## src/rtl/bcd_bin_convert_if.sv

```systemverilog
// rtl/bcd_bin_convert_if.sv - start/done handshake and result bus of the BCD/binary converter
interface bcd_bin_convert_if;
  logic        start;
  logic        mode;
  logic [11:0] din;
  logic        busy;
  logic        done;
  logic [11:0] dout;
  logic [3:0]  flags;

  modport master (
    output start, mode, din,
    input  busy, done, dout, flags
  );

  modport slave (
    input  start, mode, din,
    output busy, done, dout, flags
  );
endinterface

```

## src/rtl/bcd_bin_convert.sv

```systemverilog
// rtl/bcd_bin_convert.sv - sequential 8-bit binary <-> 3-digit packed BCD converter
// Double dabble for binary->BCD, reverse double dabble for BCD->binary, 10 iterations each.
module bcd_bin_convert (
  input  logic             i_clk,
  input  logic             i_reset,
  bcd_bin_convert_if.slave io_conv
);

  typedef enum logic [1:0] {
    S_IDLE,
    S_RUN,
    S_DONE
  } state_t;

  state_t      r_state;
  logic        r_mode;
  logic        r_invalid;
  logic        r_busy;
  logic        r_done;
  logic [3:0]  r_cnt;
  logic [11:0] r_bcd;
  logic [9:0]  r_bin;
  logic [11:0] r_dout;
  logic [3:0]  r_flags;

  logic [21:0] w_shift;
  logic [11:0] w_bcd_next;
  logic [9:0]  w_bin_next;
  logic [11:0] w_result;
  logic        w_overflow;
  logic [3:0]  w_flags;
  logic        w_load_invalid;

  function automatic logic [11:0] add3_digits(input logic [11:0] v);
    logic [11:0] r;
    r = v;
    for (int d = 0; d < 3; d++) begin
      if (v[4*d +: 4] >= 4'd5) r[4*d +: 4] = v[4*d +: 4] + 4'd3;
    end
    return r;
  endfunction

  function automatic logic [11:0] sub3_digits(input logic [11:0] v);
    logic [11:0] r;
    r = v;
    for (int d = 0; d < 3; d++) begin
      if (v[4*d +: 4] >= 4'd8) r[4*d +: 4] = v[4*d +: 4] - 4'd3;
    end
    return r;
  endfunction

  function automatic logic any_digit_above_9(input logic [11:0] v);
    return (v[11:8] > 4'd9) || (v[7:4] > 4'd9) || (v[3:0] > 4'd9);
  endfunction

  always_comb begin
    w_shift    = '0;
    w_bcd_next = '0;
    w_bin_next = '0;
    if (!r_mode) begin
      w_shift    = {add3_digits(r_bcd), r_bin} << 1;
      w_bcd_next = w_shift[21:10];
      w_bin_next = w_shift[9:0];
    end else begin
      w_shift    = {r_bcd, r_bin} >> 1;
      w_bcd_next = sub3_digits(w_shift[21:10]);
      w_bin_next = w_shift[9:0];
    end
  end

  // Final-iteration values; an invalid BCD operand reports zero and never overflow.
  always_comb begin
    w_result   = '0;
    w_overflow = 1'b0;
    if (!r_mode) begin
      w_result = w_bcd_next;
    end else if (!r_invalid) begin
      w_result   = {2'b00, w_bin_next};
      w_overflow = (w_bin_next > 10'd255);
    end
    w_flags = {1'b0, r_invalid, w_overflow, (w_result == 12'h000)};
  end

  assign w_load_invalid = io_conv.mode && any_digit_above_9(io_conv.din);

  always_ff @(posedge i_clk) begin
    if (i_reset) begin
      r_state   <= S_IDLE;
      r_mode    <= 1'b0;
      r_invalid <= 1'b0;
      r_busy    <= 1'b0;
      r_done    <= 1'b0;
      r_cnt     <= 4'd0;
      r_bcd     <= 12'h000;
      r_bin     <= 10'h000;
      r_dout    <= 12'h000;
      r_flags   <= 4'h0;
    end else begin
      case (r_state)
        S_IDLE, S_DONE: begin
          r_done <= 1'b0;
          if (io_conv.start) begin
            r_state   <= S_RUN;
            r_busy    <= 1'b1;
            r_mode    <= io_conv.mode;
            r_invalid <= w_load_invalid;
            r_cnt     <= 4'd0;
            if (io_conv.mode) begin
              r_bcd <= io_conv.din;
              r_bin <= 10'h000;
            end else begin
              r_bcd <= 12'h000;
              r_bin <= {2'b00, io_conv.din[7:0]};
            end
          end else begin
            r_state <= S_IDLE;
          end
        end
        S_RUN: begin
          r_bcd <= w_bcd_next;
          r_bin <= w_bin_next;
          r_cnt <= r_cnt + 4'd1;
          if (r_cnt == 4'd9) begin
            r_state <= S_DONE;
            r_busy  <= 1'b0;
            r_done  <= 1'b1;
            r_dout  <= w_result;
            r_flags <= w_flags;
          end
        end
        default: begin
          r_state <= S_IDLE;
          r_busy  <= 1'b0;
          r_done  <= 1'b0;
        end
      endcase
    end
  end

  assign io_conv.busy  = r_busy;
  assign io_conv.done  = r_done;
  assign io_conv.dout  = r_dout;
  assign io_conv.flags = r_flags;

endmodule
```

## src/flat_wrapper.sv

```systemverilog
// flat-port wrapper written by rule: the top's interface ports become plain ports
module bcd_bin_convert_flat 
  (i_clk, i_reset, io_conv_start, io_conv_mode, io_conv_din, io_conv_busy, io_conv_done, io_conv_dout, io_conv_flags);
  bcd_bin_convert_if io_conv_i ();
  input  logic i_clk;
  input  logic i_reset;
  input wire logic [$bits(io_conv_i.start)-1:0] io_conv_start;
  input wire logic [$bits(io_conv_i.mode)-1:0] io_conv_mode;
  input wire logic [$bits(io_conv_i.din)-1:0] io_conv_din;
  output wire logic [$bits(io_conv_i.busy)-1:0] io_conv_busy;
  output wire logic [$bits(io_conv_i.done)-1:0] io_conv_done;
  output wire logic [$bits(io_conv_i.dout)-1:0] io_conv_dout;
  output wire logic [$bits(io_conv_i.flags)-1:0] io_conv_flags;
  assign io_conv_i.start = io_conv_start;
  assign io_conv_i.mode = io_conv_mode;
  assign io_conv_i.din = io_conv_din;
  assign io_conv_busy = io_conv_i.busy;
  assign io_conv_done = io_conv_i.done;
  assign io_conv_dout = io_conv_i.dout;
  assign io_conv_flags = io_conv_i.flags;
  bcd_bin_convert u_core (.i_clk(i_clk), .i_reset(i_reset), .io_conv(io_conv_i));
endmodule
```

## config.mk

```make
export PLATFORM = sky130hd
export DESIGN_NAME = bcd_bin_convert_flat
export DESIGN_NICKNAME = d
export VERILOG_FILES = /design/src/rtl/bcd_bin_convert_if.sv /design/src/rtl/bcd_bin_convert.sv /design/src/flat_wrapper.sv
export SDC_FILE = /design/constraint.sdc
export NUM_CORES = 1
export LEC_CHECK = 0
export ABC_CLOCK_PERIOD_IN_PS = 2800
export BUFFER_PORTS_ARGS = -buffer_cell sky130_fd_sc_hd__buf_2
export CAP_MARGIN = 40
export CORE_MARGIN = 4
export CORE_UTILIZATION = 45
export CTS_CLUSTER_SIZE = 16
export DETAILED_ROUTE_END_ITERATION = 10
export SLEW_MARGIN = 25
export SYNTH_ARGS = -nofsm -noshare
export SYNTH_HDL_FRONTEND = slang
export SYNTH_SLANG_ARGS = --single-unit
```

## constraint.sdc

```tcl
create_clock -name i_clk -period 2.8 [get_ports i_clk]
set_clock_uncertainty 0.15 [all_clocks]
set_input_delay 0.28 -clock i_clk [delete_from_list [all_inputs] [get_ports i_clk]]
set_output_delay 0.28 -clock i_clk [all_outputs]
set_load 0.05 [all_outputs]
```

==> results of run 1 <==
registers in the layout, indices dropped and copies added, names as in the netlist:
signal and count:
u_core.io_conv.dout 12, u_core.r_bcd 12, u_core.io_conv.flags 3, u_core.io_conv.done 1
u_core.io_conv.busy 1, u_core.r_state 2, u_core.r_invalid 1, u_core.r_bin 10
u_core.r_cnt 4, u_core.r_mode 1
how the worst max path moves through the flow:
stage / start / to / slack [ns] / cells after the start
final: u_core.r_bcd[8]$_SDFFE_PP0P_ / u_core.io_conv.flags[0]$_SDFFE_PP0P_ / 0.49 / 7
after global routing: u_core.r_bcd[8]$_SDFFE_PP0P_ / u_core.io_conv.flags[0]$_SDFFE_PP0P_ / 0.35 / 7
after CTS: u_core.r_bcd[8]$_SDFFE_PP0P_ / u_core.io_conv.flags[0]$_SDFFE_PP0P_ / 0.51 / 7
after detailed placement: u_core.r_bcd[8]$_SDFFE_PP0P_ / u_core.io_conv.flags[0]$_SDFFE_PP0P_ / 0.55 / 7
after global placement: u_core.r_bcd[8]$_SDFFE_PP0P_ / u_core.io_conv.flags[0]$_SDFFE_PP0P_ / 0.57 / 7
after floorplan: u_core.r_bcd[4]$_SDFFE_PP0P_ / u_core.io_conv.flags[0]$_SDFFE_PP0P_ / 0.73 / 8
metrics by stage:
stage | cell area, µm² | utilization [%]
floorplan | 2820 | -
global placement | 3000 | 50.1
detailed placement | 3000 | 50.1
CTS | 3120 | 52.0
global route | 3130 | 52.2
finish | 3130 | 52.2
layer usage:
layer | share of wire (%) | vias up | routed length (µm)
li1 | - | 1312 | -
met1 | 46 | 1252 | 3570
met2 | 47 | 83 | 3690
met3 | 5.2 | 8 | 404
met4 | 1.4 | 0 | 112
met5 | 0 | - | 0
power breakdown:
group / total, mW / switching [mW] / internal [mW]
sequential: 0.761 / 0.0590 / 0.702
combinational: 0.361 / 0.216 / 0.145
clock: 0.528 / 0.258 / 0.270
total: 1.65 / 0.533 / 1.12
worst min-delay path, cell delays in order:
cell	delay (ns)
buf_2	0.11
nand3_1	0.07
a311oi_1	0.08
cell usage after synthesis, types with 3 or more instances:
master and instances:
nand3b_1 4, nand3_1 7, o21ai_0 5, ha_1 14
a311oi_1 8, a21o_1 4, a31oi_1 6, nand2b_1 10
a21oi_1 30, buf_4 3, inv_1 12, nor2_1 39
nand2_1 27, a221oi_1 6, o31ai_1 3, mux2i_1 10
xnor2_1 5, and3_1 10, a211oi_1 32, nand4_1 3
dfxtp_1 47, clkbuf_1 18, buf_2 8, nor3_1 12
logic make-up after synthesis:
family,Yosys count,synth area share [%]
multiplexers,11,3.94
XOR/XNOR,7,2.17
buffers and inverters,43,6.47
AND/OR/NAND/NOR,125,21.9
flip-flops,47,33.3
other,1,0.133
AO/OA/AOI/OAI,105,25.8
adder cells (fa/ha/maj),14,6.20
cell type report:
class	count	area, µm²
clock inverters	3	46.3
repair buffers	41	231
clock buffers	5	68.8
multi-input cells	263	1700
fillers	595	2860
inverters	12	45.0
flip-flops and latches	47	941
well taps	75	93.8
==> results.toml, run 1 <==
[sta]
relSlewSlack_pct = 63.2
grt_setup_unrepaired = "false"
whs_ns = 0.146
final-hold-violation-count = 0
finalCritPeriodShare_pct = 82.3
finalMaxSlewViolations = 0
fin_crit_ns = 2.31
worst_slack_ns = 0.495
tns_ns = 0
fmax_mhz = 434
worstMarginPinSlew_ns = 0.552
finalSetupViolCount = 0

[synthesis]
ys_warn_count = 0
async_flop_share_pct = 0
ys.flop_type = "dfxtp_1"
yosysSeqAreaShare_pct = 33.3
synth.top_cell.area_share_pct = 33.3
syn_avg_cell_area_um2 = 8.00
syn-cell-area_mm2 = 0.00282
synthTopCellsByArea = "dfxtp_1, a211oi_1, ha_1"
ys_seq_elements = 47
synth_cell_types = 45
syn-num-nets = 383
yosysTopAreaCell = "dfxtp_1"
syn_inst = 353
synth-edff-count = 0

[clock_tree]
cts-buffers-inserted = 5
cts_tree = "yes"
clk_latency_ns = 0.30
cts.repair.resized = 0
hold_buffers = 0
path_clk_slew_ns = 0.10
h-tree-depth = 2
cts_root_buf = "clkbuf_8"
post_cts_buffers = 0
clock_path_buffers = 2
cts_sinks = 47

[worst_hold_path]
hold_depth = 3
hold_start = "io_conv_din[3]"
hold_class = "in -> reg"
min_to = "u_core.r_bcd[3]$_SDFFE_PP0P_"

[final_layout]
nets = 400
areaGrowthSynthToFinish_pct = 10.8
mostFrequentLayoutCells = "dfxtp_1, nor2_1, a211oi_1, buf_2, a21oi_1"
diodes = 0
drive_above_1_share_pct = 15.4
fin_cells = 446
final_common_cell = "dfxtp_1"

[global_route]
grt.busiest_layer = "met2"
use_met3_pct = 3.69
antenna_found_initial = 0
grt_usage_pct = 21.3
grt_pass1_wl_um = 12800
overflow = 0
grt_max_degree = 48
grt_pass1_vias = 2540
grtUsageMet2_pct = 34.9
grt_use_met1_pct = 28.6

[floorplanning]
die_h_um = 87.2
dieArea_mm2 = 0.00761
start_util_pct = 47.1
die_w_um = 87.2
rows = 28
io_pins = 34
coreArea_mm2 = 0.00599

[worst_setup_path]
worstSetupPathType = "reg -> reg"
endpoint_kind = "register"
r2r_cells = 7
critical-path-slowest-cell = "dfxtp_1"
cp_max_fo = 6
worst-r2r-setup-slack_ns = 0.49
setup.worst_path.start_class = "register"
r2r-end = "u_core.io_conv.flags[0]$_SDFFE_PP0P_"
cp_top_family = "compound AO/OA/AOI/OAI gates"
crit_required_ns = 2.87
crit_path_cell_trace = "inv_1, ha_1, nand2_1, a21oi_1, a2111oi_0, or3b_1, o31ai_2"
path_buf_inv = 1
critPathMaxStageDelay_ns = 0.52
cp.arrival_ns = 2.38
reg2reg_from = "u_core.r_bcd[8]$_SDFFE_PP0P_"

[placed_design]
io_buffers = 32
pre_cts_ws_ns = 0.547
dp_hpwl_um = 5590
place_congestion = 0.907
dp_cells = 437

[detailed_routing]
drc = 0
drtIter0Drc = 114
drt_pre_antenna_iters = 4
final_antenna_net_count = 0
viasPerCell = 5.95
drt_wl_total_um = 7790
num_vias = 2655
avgRoutedWirePerCell_um = 17.5

[power_and_ir_drop]
p_per_area_mw_per_mm2 = 527
peakVddDrop_v = 0.000315
p_total_mw = 1.65
p_leak_nw = 1.23

[flow_run]
cap_violations = 0

[status]
status = "completed"
Power figures use the tool's default switching activity.
==> inputs of run 2 (changes only) <==
--- a/config.mk
+++ b/config.mk
@@ -5,13 +5,14 @@
 export SDC_FILE = /design/constraint.sdc
 export NUM_CORES = 1
 export LEC_CHECK = 0
-export ABC_CLOCK_PERIOD_IN_PS = 2800
+export ABC_CLOCK_PERIOD_IN_PS = 1900
 export BUFFER_PORTS_ARGS = -buffer_cell sky130_fd_sc_hd__buf_2
 export CAP_MARGIN = 40
 export CORE_MARGIN = 4
 export CORE_UTILIZATION = 45
 export CTS_CLUSTER_SIZE = 16
 export DETAILED_ROUTE_END_ITERATION = 10
+export PLACE_DENSITY = 0.67
 export SLEW_MARGIN = 25
 export SYNTH_ARGS = -nofsm -noshare
 export SYNTH_HDL_FRONTEND = slang
==> constraint.sdc (replaced) <==
create_clock -name i_clk -period 1.9 [get_ports i_clk]
set_clock_uncertainty 0.15 [all_clocks]
set_input_delay 0.19 -clock i_clk [delete_from_list [all_inputs] [get_ports i_clk]]
set_output_delay 0.19 -clock i_clk [all_outputs]
set_load 0.05 [all_outputs]
==> run 2 against run 1 <==
Against the previous run: the run now ends with setup timing left; die area stayed put; flip-flop and latch count stayed put; worst setup slack worse by 0.51 ns; utilization is 7.3 points higher; non-clock buffer count is 42 higher; fmax is 21% higher; worst hold slack worse by 0.089 ns; cell count is 9.2% higher; power is 57% higher; critical path depth stayed put; combinational power is 110% higher; sequential power is 45% higher; largest cell class unchanged; largest power group unchanged; highest routed layer unchanged.
==> results.toml, run 2 (synthesized netlist as in run 1, its figures left out) <==
[sta]
relSlewSlack_pct = 66.1
whs_ns = 0.0564
finalSetupViolCount = 1
finalCritPeriodShare_pct = 101
grt_setup_unrepaired = "true"
final-hold-violation-count = 0
fmax_mhz = 523
fin_crit_ns = 1.91
worstMarginPinSlew_ns = 0.508
finalMaxSlewViolations = 0
worst_slack_ns = -0.0131

[worst_setup_path]
critical-path-slowest-cell = "dfxtp_2"
setup.worst_path.start_class = "register"
crit_path_cell_trace = "inv_2, ha_1, nand2b_4, and2_1, mux2_2, a211o_1, o31ai_2"
endpoint_kind = "register"
critPathMaxStageDelay_ns = 0.34
cp_max_fo = 4
reg2reg_from = "u_core.r_bcd[1]$_SDFFE_PP0P_"
cp.arrival_ns = 1.98
crit_required_ns = 1.97
cp-startpoint = "u_core.r_bcd[1]$_SDFFE_PP0P_"
worstSetupPathType = "reg -> reg"

[final_layout]
drive_above_1_share_pct = 29.6
areaGrowthSynthToFinish_pct = 26.3
final_common_cell = "buf_4"
diodes = 0
mostFrequentLayoutCells = "buf_4, dfxtp_1, nor2_1"
nets = 442

[power_and_ir_drop]
internal-power_mw = 1.77
p_per_area_mw_per_mm2 = 724
switchingPower_mw = 0.812
peakVddDrop_v = 0.000495
pwr-share-clk_pct = 27.9
p_total_mw = 2.58
p_leak_nw = 1.45
switching_share_pct = 31.4
seqPwrFrac_pct = 42.5
combPwrFrac_pct = 29.5

[detailed_routing]
viasPerCell = 5.92
drc = 0
drt_pre_antenna_iters = 4
drt_wl_total_um = 8320
num_vias = 2883
final_antenna_net_count = 0
drtIter0Drc = 190
avgRoutedWirePerCell_um = 17.1

[clock_tree]
clock_path_buffers = 2
cts_tree = "yes"
cts_sinks = 47
path_clk_slew_ns = 0.09
h-tree-depth = 2
cts-buffers-inserted = 5
hold_buffers = 0
cts_root_buf = "clkbuf_8"
clk_latency_ns = 0.30

[floorplanning]
die_w_um = 87.2
start_util_pct = 47.1
coreArea_mm2 = 0.00599
die_h_um = 87.2
io_pins = 34
dieArea_mm2 = 0.00761
rows = 28

[placed_design]
io_buffers = 32
dp_hpwl_um = 5910
place_congestion = 0.911

[global_route]
grt_usage_pct = 22.6
grt_pass1_vias = 2798
grt_max_degree = 48
overflow = 0
grt_pass1_wl_um = 13500
antenna_found_initial = 0

[status]
status = "finished, violations left"
violations = "setup timing"

[worst_hold_path]
hold_start = "io_conv_din[7]"
hold_class = "in -> reg"

[flow_run]
cap_violations = 0
==> run 2: what timing repair did <==
action                                  CTS  global route
resized for setup                        14            12
gates cloned                              0             0
setup buffers                             1             0
pin swaps                                 1             3
endpoints found under the setup margin    7            13
endpoints found under the hold margin     0             0
==> run 2: worst max-delay path, delay by kind of cell, from the launching register on <==
family          cells  cell delay [ns]
compound gates      2             0.52
fa+ha+maj           1             0.18
buf+inv             1             0.07
flops               1             0.34
mux                 1             0.26
simple gates        2             0.31
==> run 2: final timing paths <==
| kind | to | slack (ns) | cells past startpoint |
|---|---|---|---|
| worst min register to register | u_core.io_conv.dout[7]$_SDFFE_PP0P_ | 0.31 | 2 |
| worst max-delay path | u_core.io_conv.flags[0]$_SDFFE_PP0P_ | -0.01 | 7 |
| worst max register to register | u_core.io_conv.flags[0]$_SDFFE_PP0P_ | -0.01 | 7 |
| worst min-delay path | u_core.r_bcd[7]$_SDFFE_PP0P_ | 0.06 | 3 |
==> run 2: stage by stage <==
step	instance area (µm²)	instances	utilization [%]	setup WS, ns	setup TNS [ns]
2_1_floorplan	2840	353	-	0.00215	0
3_3_place_gp	3340	479	55.7	-0.0178	-0.0297
3_5_place_dp	3340	479	55.7	-0.0729	-0.220
4_1_cts	3510	487	58.6	0.000309	0
5_1_grt	3570	487	59.5	-0.0965	-0.365
6_report	3570	487	59.5	-0.0131	-0.0131
==> run 2: power groups by stage <==
stage | combinational [mW] | clock, mW | sequential, mW
finish | 0.763 | 0.722 | 1.10
global route | 0.835 | 0.773 | 1.11
CTS | 0.730 | 0.744 | 1.09
detailed placement | 0.688 | 0 | 1.12
global placement | 0.672 | 0 | 1.11
floorplan | 0.434 | 0 | 1.10
==> run 2: final cells by class <==
class	instances	area, µm²
clock inverters	2	37.5
flip-flops and latches	47	953
multi-input cells	263	1810
inverters	12	45.0
repair buffers	83	556
well taps	75	93.8
fillers	553	2420
clock buffers	5	68.8
==> run 2: metal layers <==
metal | vias up | global-route usage (%) | wire length, µm
met3 | 16 | 3.31 | 350
li1 | 1400 | - | -
met5 | - | 0 | 0
met2 | 72 | 37.8 | 4100
met4 | 0 | 7.11 | 189
met1 | 1395 | 29.9 | 3680
